--- config.mk ---
export PLATFORM = sky130hd
export DESIGN_NAME = fetch_unit_flat
export DESIGN_NICKNAME = d
export VERILOG_FILES = /design/src/rtl/fetch_pkg.sv /design/src/rtl/fetch_if.sv /design/src/rtl/fetch_timeout_counter.sv /design/src/rtl/fetch_unit.sv /design/src/flat_wrapper.sv
export SDC_FILE = /design/constraint.sdc
export NUM_CORES = 1
export LEC_CHECK = 0
export BUFFER_PORTS_ARGS = -buffer_cell sky130_fd_sc_hd__buf_2
export CORE_MARGIN = 1
export CORE_UTILIZATION = 48
export CTS_CLUSTER_SIZE = 30
export DETAILED_ROUTE_END_ITERATION = 10
export GPL_TIMING_DRIVEN = 0
export PLACE_DENSITY_LB_ADDON = 0.3
export SYNTH_ARGS = -nofsm -noshare
export SYNTH_HDL_FRONTEND = slang
export SYNTH_SLANG_ARGS = --single-unit
--- constraint.sdc ---
create_clock -name clock -period 1.8 [get_ports clock]
set_clock_uncertainty 0.1 [all_clocks]
set_input_delay 0.09 -clock clock [delete_from_list [all_inputs] [get_ports clock]]
set_output_delay 0.09 -clock clock [all_outputs]
set_load 0.005 [all_outputs]
--- src/rtl/fetch_pkg.sv ---
// rtl/fetch_pkg.sv - shared types and constants for the instruction fetch sequencer
package fetch_pkg;

    typedef enum logic [1:0] {
        IDLE  = 2'd0,
        REQ   = 2'd1,
        HOLD  = 2'd2,
        FAULT = 2'd3
    } fetch_state_t;

    // addi x0,x0,0
    localparam logic [31:0] FETCH_NOP = 32'h0000_0013;

    function automatic logic [31:0] word_align(input logic [31:0] addr);
        return addr & 32'hFFFF_FFFC;
    endfunction

endpackage

--- src/rtl/fetch_if.sv ---
// rtl/fetch_if.sv - instruction bus and decode handshake bundle of the fetch sequencer
interface fetch_if;

    logic        mem_req;
    logic [31:0] mem_addr;
    logic        mem_ack;
    logic [31:0] mem_rdata;
    logic [31:0] instr;
    logic [31:0] instr_pc;
    logic        instr_valid;
    logic        instr_ready;

    modport master (
        output mem_req, mem_addr,
        input  mem_ack, mem_rdata,
        output instr, instr_pc, instr_valid,
        input  instr_ready
    );

    modport slave (
        input  mem_req, mem_addr,
        output mem_ack, mem_rdata,
        input  instr, instr_pc, instr_valid,
        output instr_ready
    );

endinterface

--- src/rtl/fetch_timeout_counter.sv ---
// rtl/fetch_timeout_counter.sv - counts consecutive request cycles, flags the timeout limit
module fetch_timeout_counter #(
    parameter int unsigned TIMEOUT = 255
) (
    input  logic clock,
    input  logic reset,
    input  logic clear,
    input  logic count,
    output logic expired
);

    generate
        if (TIMEOUT == 0) begin : g_off
            logic unused_inputs;
            assign unused_inputs = ^{clock, reset, clear, count};
            assign expired = 1'b0;
        end else begin : g_cnt
            localparam int W = $clog2(TIMEOUT + 1);
            logic [W-1:0] cnt;

            // expired is asserted during the TIMEOUT-th counted cycle itself
            assign expired = count && (cnt == W'(TIMEOUT - 1));

            always_ff @(posedge clock or negedge reset) begin
                if (!reset) begin
                    cnt <= '0;
                end else if (clear) begin
                    cnt <= '0;
                end else if (count && !expired) begin
                    cnt <= cnt + 1'b1;
                end
            end
        end
    endgenerate

endmodule

--- src/rtl/fetch_unit.sv ---
// rtl/fetch_unit.sv - instruction fetch sequencer; FETCH_ALIGN_CHECK_EN adds the misaligned-PC fault
module fetch_unit
    import fetch_pkg::*;
#(
    parameter logic [31:0] NOP_INSTR = FETCH_NOP,
    parameter int unsigned TIMEOUT   = 255
) (
    input  logic        clock,
    input  logic        reset,
    input  logic [31:0] pc,
    output logic        pc_en,
    input  logic        flush,
    fetch_if.master     bus,
    output logic        bus_fault
`ifdef FETCH_ALIGN_CHECK_EN
    ,
    output logic        misalign
`endif
);

    fetch_state_t state, state_nxt;
    logic [31:0]  addr_q, addr_nxt;
    logic [31:0]  instr_q, instr_nxt;
    logic [31:0]  ipc_q, ipc_nxt;
    logic         discard_q, discard_nxt;
    logic         fault_q, fault_nxt;
    logic         expired;
    logic         instr_valid;
`ifdef FETCH_ALIGN_CHECK_EN
    logic         mis_q, mis_nxt;
`endif

    fetch_timeout_counter #(
        .TIMEOUT (TIMEOUT)
    ) u_timeout (
        .clock   (clock),
        .reset   (reset),
        .clear   (state != REQ),
        .count   (state == REQ),
        .expired (expired)
    );

    always_comb begin
        state_nxt   = state;
        addr_nxt    = addr_q;
        instr_nxt   = instr_q;
        ipc_nxt     = ipc_q;
        discard_nxt = discard_q;
        fault_nxt   = fault_q;
`ifdef FETCH_ALIGN_CHECK_EN
        mis_nxt     = mis_q;
`endif
        case (state)
            IDLE: begin
                // a redirect in IDLE delays the PC sample by one cycle so the new target is seen
                if (!flush) begin
`ifdef FETCH_ALIGN_CHECK_EN
                    if (pc[1:0] != 2'b00) begin
                        mis_nxt   = 1'b1;
                        state_nxt = FAULT;
                    end else begin
                        addr_nxt  = word_align(pc);
                        state_nxt = REQ;
                    end
`else
                    addr_nxt  = word_align(pc);
                    state_nxt = REQ;
`endif
                end
            end
            REQ: begin
                if (bus.mem_ack) begin
                    if (discard_q || flush) begin
                        discard_nxt = 1'b0;
                        state_nxt   = IDLE;
                    end else begin
                        instr_nxt = bus.mem_rdata;
                        ipc_nxt   = addr_q;
                        state_nxt = HOLD;
                    end
                end else if (expired) begin
                    fault_nxt   = 1'b1;
                    discard_nxt = 1'b0;
                    state_nxt   = FAULT;
                end else if (flush) begin
                    discard_nxt = 1'b1;
                end
            end
            HOLD: begin
                if (flush) begin
                    instr_nxt = NOP_INSTR;
                    state_nxt = IDLE;
                end else if (bus.instr_ready) begin
                    state_nxt = IDLE;
                end
            end
            FAULT: begin
                if (flush) begin
                    fault_nxt = 1'b0;
`ifdef FETCH_ALIGN_CHECK_EN
                    mis_nxt   = 1'b0;
`endif
                    state_nxt = IDLE;
                end
            end
            default: state_nxt = IDLE;
        endcase
    end

    always_ff @(posedge clock or negedge reset) begin
        if (!reset) begin
            state     <= IDLE;
            addr_q    <= '0;
            instr_q   <= NOP_INSTR;
            ipc_q     <= '0;
            discard_q <= 1'b0;
            fault_q   <= 1'b0;
`ifdef FETCH_ALIGN_CHECK_EN
            mis_q     <= 1'b0;
`endif
        end else begin
            state     <= state_nxt;
            addr_q    <= addr_nxt;
            instr_q   <= instr_nxt;
            ipc_q     <= ipc_nxt;
            discard_q <= discard_nxt;
            fault_q   <= fault_nxt;
`ifdef FETCH_ALIGN_CHECK_EN
            mis_q     <= mis_nxt;
`endif
        end
    end

    assign instr_valid     = (state == HOLD);
    assign bus.instr_valid = instr_valid;
    assign bus.mem_req     = (state == REQ);
    assign bus.mem_addr    = addr_q;
    assign bus.instr       = instr_q;
    assign bus.instr_pc    = ipc_q;
    assign bus_fault       = fault_q;
`ifdef FETCH_ALIGN_CHECK_EN
    assign misalign        = mis_q;
`endif

    // PC moves on a redirect or an accepted instruction; held off while in reset
    assign pc_en = reset & (flush | (instr_valid & bus.instr_ready));

endmodule
--- src/flat_wrapper.sv ---
// flat-port wrapper written by rule: the top's interface ports become plain ports
module fetch_unit_flat import fetch_pkg::*;
#(
    parameter logic [31:0] NOP_INSTR = FETCH_NOP,
    parameter int unsigned TIMEOUT   = 255
)
  (clock, reset, pc, pc_en, flush, bus_fault, bus_mem_req, bus_mem_addr, bus_mem_ack, bus_mem_rdata, bus_instr, bus_instr_pc, bus_instr_valid, bus_instr_ready);
  fetch_if bus_i ();
  input  logic clock;
  input  logic reset;
  input  logic [31:0] pc;
  output logic pc_en;
  input  logic flush;
  output logic bus_fault;
  output wire logic [$bits(bus_i.mem_req)-1:0] bus_mem_req;
  output wire logic [$bits(bus_i.mem_addr)-1:0] bus_mem_addr;
  input wire logic [$bits(bus_i.mem_ack)-1:0] bus_mem_ack;
  input wire logic [$bits(bus_i.mem_rdata)-1:0] bus_mem_rdata;
  output wire logic [$bits(bus_i.instr)-1:0] bus_instr;
  output wire logic [$bits(bus_i.instr_pc)-1:0] bus_instr_pc;
  output wire logic [$bits(bus_i.instr_valid)-1:0] bus_instr_valid;
  input wire logic [$bits(bus_i.instr_ready)-1:0] bus_instr_ready;
  assign bus_mem_req = bus_i.mem_req;
  assign bus_mem_addr = bus_i.mem_addr;
  assign bus_i.mem_ack = bus_mem_ack;
  assign bus_i.mem_rdata = bus_mem_rdata;
  assign bus_instr = bus_i.instr;
  assign bus_instr_pc = bus_i.instr_pc;
  assign bus_instr_valid = bus_i.instr_valid;
  assign bus_i.instr_ready = bus_instr_ready;
  fetch_unit #(.NOP_INSTR(NOP_INSTR), .TIMEOUT(TIMEOUT)) u_core (.clock(clock), .reset(reset), .pc(pc), .pc_en(pc_en), .flush(flush), .bus(bus_i), .bus_fault(bus_fault));
endmodule
# --- After elaboration in Yosys (flattened, before gate mapping) ---
# Cells that the tools add are included.
op_classes:
  add_sub_neg: 1
  n_eq_ne: 15
  mux: 22
  bitwise: 5
  n_reduce_logical: 15
ops:
  columns: ["cell", "count"]
  rows:
  - ["32-bit two-way mux", 3]
  - ["32-bit case mux with 2 select lines", 1]
  - ["8-bit two-way mux", 2]
  - ["2-bit two-way mux", 7]
  - ["2-bit != test, second input constant", 6]
  - ["4-bit AND reduction", 3]
  - ["8-bit by 1-bit adder with 8-bit output, second input constant", 1]
  - ["8-bit equality test, second input constant", 1]
  - ["2-bit case mux with 4 select lines", 1]
  - ["1-bit two-way mux", 7]
  - ["2-bit by 1-bit != test with 1-bit output, second input constant", 3]
  - ["3-bit AND reduction", 2]
  - ["2-bit nonzero test", 3]
  - ["2-bit equality test, second input constant", 2]
  - ["3-bit by 2-bit != test with 1-bit output, second input constant", 1]
  - ["3-bit != test, second input constant", 1]
  - ["3-bit nonzero test", 1]
  - ["1-bit bitwise AND", 2]
  - ["2-bit by 1-bit equality test with 1-bit output, second input constant", 1]
  - ["1-bit logical AND", 2]
  - ["2-bit logical NOT", 1]
  - ["1-bit NOT", 2]
  - ["1-bit case mux with 2 select lines", 1]
  - ["2-bit AND reduction", 1]
  - ["3 further kinds", 3]
totals:
  reg_bits: 104
  output_inout_bits: 100
  word_cells: 65

# --- Depth between registers and ports, before layout ---
logic_depth:
  word_depth: 6
  mapped_depth: 6
  ltp_nobuf: 5

# --- Hierarchy ---
# From an unflattened synthesis, not the netlist that was laid out.
hier_totals:
  cells_unflattened: 342
  hier_area_um2: 4551.9
modules_own_cells:
  columns: ["module", "n_inst", "cells_per_inst", "area_each_um2", "seq_area_each_um2"]
  rows:
  - ["fetch_unit", 1, 294, 4045.1, 2406.1]
  - ["fetch_timeout_counter", 1, 48, 506.7, 200.2]

# --- Least setup slack after synthesis ---
# No wires, ideal clock.
synth_path:
  path_kind: "register to register"
  from: "register u_core.discard_q"
  to: "register u_core.ipc_q[20], in the netlist u_core.bus.instr_pc[20]"
  setup_time_ps: 125
  t_arrival_ps: 1350
  required_ps: 1575
  setup_slack_ps: 225
  stages_incl_launch_ff: 6
  synth_period_minus_slack_ps: 1575
  cell_sequence: "dfrtp_1 > nor2_2 > and3_1 > buf_2 > buf_6 > mux2_2"
synth_via:
  elab_chain_cells: 3
synth_lines:
  columns: ["item", "line_no", "text"]
  rows:
  - ["start: declaration", "fetch_unit.sv:25", "logic discard_q, discard_nxt;"]
  - ["start signal: assignment", "fetch_unit.sv:126", "discard_q <= discard_nxt;"]
  - ["1-bit logical OR", "fetch_unit.sv:73", "if (discard_q || flush) begin"]
  - ["1-bit NOT (no line)", null, null]
  - ["3-bit AND reduction (no line)", null, null]
  - ["end signal: assignment", "fetch_unit.sv:125", "ipc_q <= ipc_nxt;"]
  - ["end: declaration", "fetch_unit.sv:24", "logic [31:0] ipc_q, ipc_nxt;"]
# No other way between the ends.
# A chain may end at the register's enable or synchronous reset.

# --- Worst setup path after layout ---
layout_path:
  from: "register u_core.state[1]"
  to: "register u_core.ipc_q[30], in the netlist u_core.bus.instr_pc[30]"
layout_via:
  elab_chain_cells: 2
layout_lines:
  columns: ["item", "line_no", "text"]
  rows:
  - ["start: declaration", "fetch_unit.sv:21", "fetch_state_t state, state_nxt;"]
  - ["start signal: assignment", "fetch_unit.sv:122", "state <= state_nxt;"]
  - ["2-bit by 1-bit equality test with 1-bit output", "fetch_unit.sv:53", "case (state)"]
  - ["3-bit AND reduction (no line)", null, null]
# No other way between the ends.

==> impl_metrics.ini <==
[floorplanning]
io_pins = 169
die_area_um2 = 8980
num_rows = 33
coreArea_um2 = 8260
initial_core_util = 0.500
die_w_um = 94.7
die_h_um = 94.7

[yosys]
synth_largest_area_cell = dfrtp_1
synthArstFlopShare = 1.00
synth_edf_count = 0
synth_top_family_by_area = multiplexers
yosys.area_share.simple = 0.0403
yosysSeqAreaShare = 0.631
avgSynthCellArea_um2 = 14.8
syn_inst = 279
synth_top_area_share = 0.612
yosysMostFrequentCell = dfrtp_1
synth-main-ff-cell = dfrtp_1
synth.area.top_cells = dfrtp_1 61%, mux2_2 16%, a22o_1 6.2%
ys_ff_latch = 104
synth_xor_area_frac = 0
synth_compound_gate_area_share = 0.109
synth_warnings = 0
synth_common_cells = 101 x dfrtp_1, 58 x mux2_2, 29 x a22o_1, 8 x inv_1
synth-adder-area-share = 0.00606
synth_cell_type_count = 37
synthMuxAreaShare = 0.167
synth_area_um2 = 4130

[power_and_ir_drop]
power.total_w = 0.00897
vdd_drop_max_mv = 1.02
powerDensity_nw_per_um2 = 1500
p_leak_nw = 2.97

[critical_path]
worst_setup_path_end_kind = register
reg2reg_slack_ps = 80
cpPeakStageDelay_ps = 450
cp-start-kind = register
cp.arrival_ps = 1850
critPathBufInv = 3
required_ps = 1930
critPathSlowestCell = dfrtp_2
criticalPathCategory = reg2reg
cp_max_fo = 10
worstPathCellList = nand2b_4 -> inv_2 -> and3_1 -> buf_2 -> buf_4 -> mux2_4
path_delay_family = flip-flops

[routing]
drt_iter0_drc = 105
first_pass_iters = 4
wire_per_inst_um = 16.2
vias = 3252
routed_wl_um = 10200
drc_errors = 0
viasPerCell = 5.16
drtAntennaViolNets = 0

[global_route]
antenna_found_initial = 0
gr-total-overflow = 0
grt_pass1_vias = 3280
grt_pass1_wl_um = 15800
gr-usage-all-layers = 0.232
grt_max_degree = 66

[cts]
clk_latency_ps = 340
cts_tree = built
cts.path.max_buffers = 2
cts.clk_slew.worst_paths_ps = 90
root_buffer = clkbuf_8
post_cts_buffers = 0
htreeDepth = 3
clock_sinks = 104
numCtsBuffers = 9

[cells_and_area]
antennaDiodeCount = 0
stdcell_area_um2 = 5970
area_growth_pct = 44.6
fin_cells = 630
nets = 591
drive_above_1_share = 0.507
num-fill-cells = 555

[placed_design]
gp_congestion = 0.825
place_area_um2 = 5110
hpwl_um = 6590
dp.cells = 549
io_buffers = 161

[timing]
slew_headroom = 0.640
tightestPinTransition_ps = 539
timing.fmax_ghz = 0.581
fin_crit_sh = 0.956
period_needed_ps = 1720
rsz0062_at_grt = no
setup_viol = 0
hold_violations = 0
drv_slew = 0

[run]
cap_violations = 0

[outcome]
outcome = completed

[min_path]
holdCritPathClass = in2reg
-- per-layer routing --
layer  up-vias  GRT usage  share of wire
li1       1491          -              -
met1      1610      0.283           0.41
met2       137      0.405           0.50
met3        14     0.0491          0.070
met4         0     0.0821          0.017
met5         -          0              0
-- final cells by class --
cell class / instances / area, um^2 / share of cell area
buffer: 20 / 159 / 0.0266
clock buffer: 10 / 128 / 0.0214
clock inverter: 6 / 68.8 / 0.0115
inverter: 9 / 33.8 / 0.00566
multi-input combinational: 149 / 1360 / 0.227
sequential: 104 / 2610 / 0.437
tap: 105 / 131 / 0.0220
timing repair buffer: 227 / 1490 / 0.249
-- layout by cell type, fill, tap and decap left out, drive strengths merged, types with 2 or more instances in the layout --
master,n
buf,181
dfstp,3
o21ai,5
mux2,60
nand4,3
ha,2
a22o,29
nor3,3
a2bb2oi,4
nand2b,2
a21oi,5
a211oi,3
nand3,3
conb,4
dfrtp,101
inv,10
and3,3
nand2,6
clkinvlp,4
clkbuf,11
and2b,2
dlygate4sd3,65
a31oi,6
-- timing repair --
action                                  CTS  global route
resized for setup                         1             4
hold buffers                             65             0
hold endpoints to repair                103             0
endpoints found under the setup margin   30            17
-- metrics by stage --
step	TNS, ps	util	hold WS (ps)	setup slack, ps
5_1_grt	0	0.723	78.4	8.24
3_5_place_dp	-775	0.618	3.01	-45.9
3_3_place_gp	-52250	0.615	215	-559
6_report	0	0.723	83.6	79.9
2_1_floorplan	0	-	-306	225
4_1_cts	0	0.722	57.7	6.82
-- power by group --
group          total [W]  internal (W)  leakage (nW)  switching (W)
logic            0.00338       0.00197          1.62        0.00141
clock network    0.00142      0.000648        0.0851       0.000773
registers        0.00416       0.00347          1.27       0.000693
-- sequential cells by signal, summed over array words and instances, names as in the netlist --
register,flops
u_core.u_timeout.g_cnt.cnt,8
u_core.bus.mem_addr,30
u_core.bus.instr,32
u_core.state,2
u_core.bus.instr_pc,30
u_core.discard_q,1
u_core.bus_fault,1
-- path summary, 6_finish.rpt --
kind                                startpoint                      end  cells past startpoint
max                            u_core.state[1]  u_core.bus.instr_pc[30]                      6
min                                bus_mem_ack         u_core.discard_q                      4
max reg2reg                    u_core.state[1]  u_core.bus.instr_pc[30]                      6
min reg2reg                u_core.bus.instr[4]      u_core.bus.instr[4]                      2
max in group asynchronous                reset      u_core.bus.instr[0]                      3
min in group asynchronous                reset   u_core.bus.instr_pc[4]                      2
-- worst min-delay path, cell delays in order --
cell,delay [ps]
buf_2,180
inv_1,70
o21ai_0,80
a21oi_1,70
-- kinds of logic after synthesis --
| kind of cell | after synthesis |
|---|---|
| AOI/OAI and AO/OA | 56 |
| adders and majority gates | 2 |
| buffers and inverters | 29 |
| DFF | 104 |
| muxes | 61 |
| other | 1 |
| and+or+nand+nor | 26 |
Note: power is estimated with default switching activity, not from simulation.
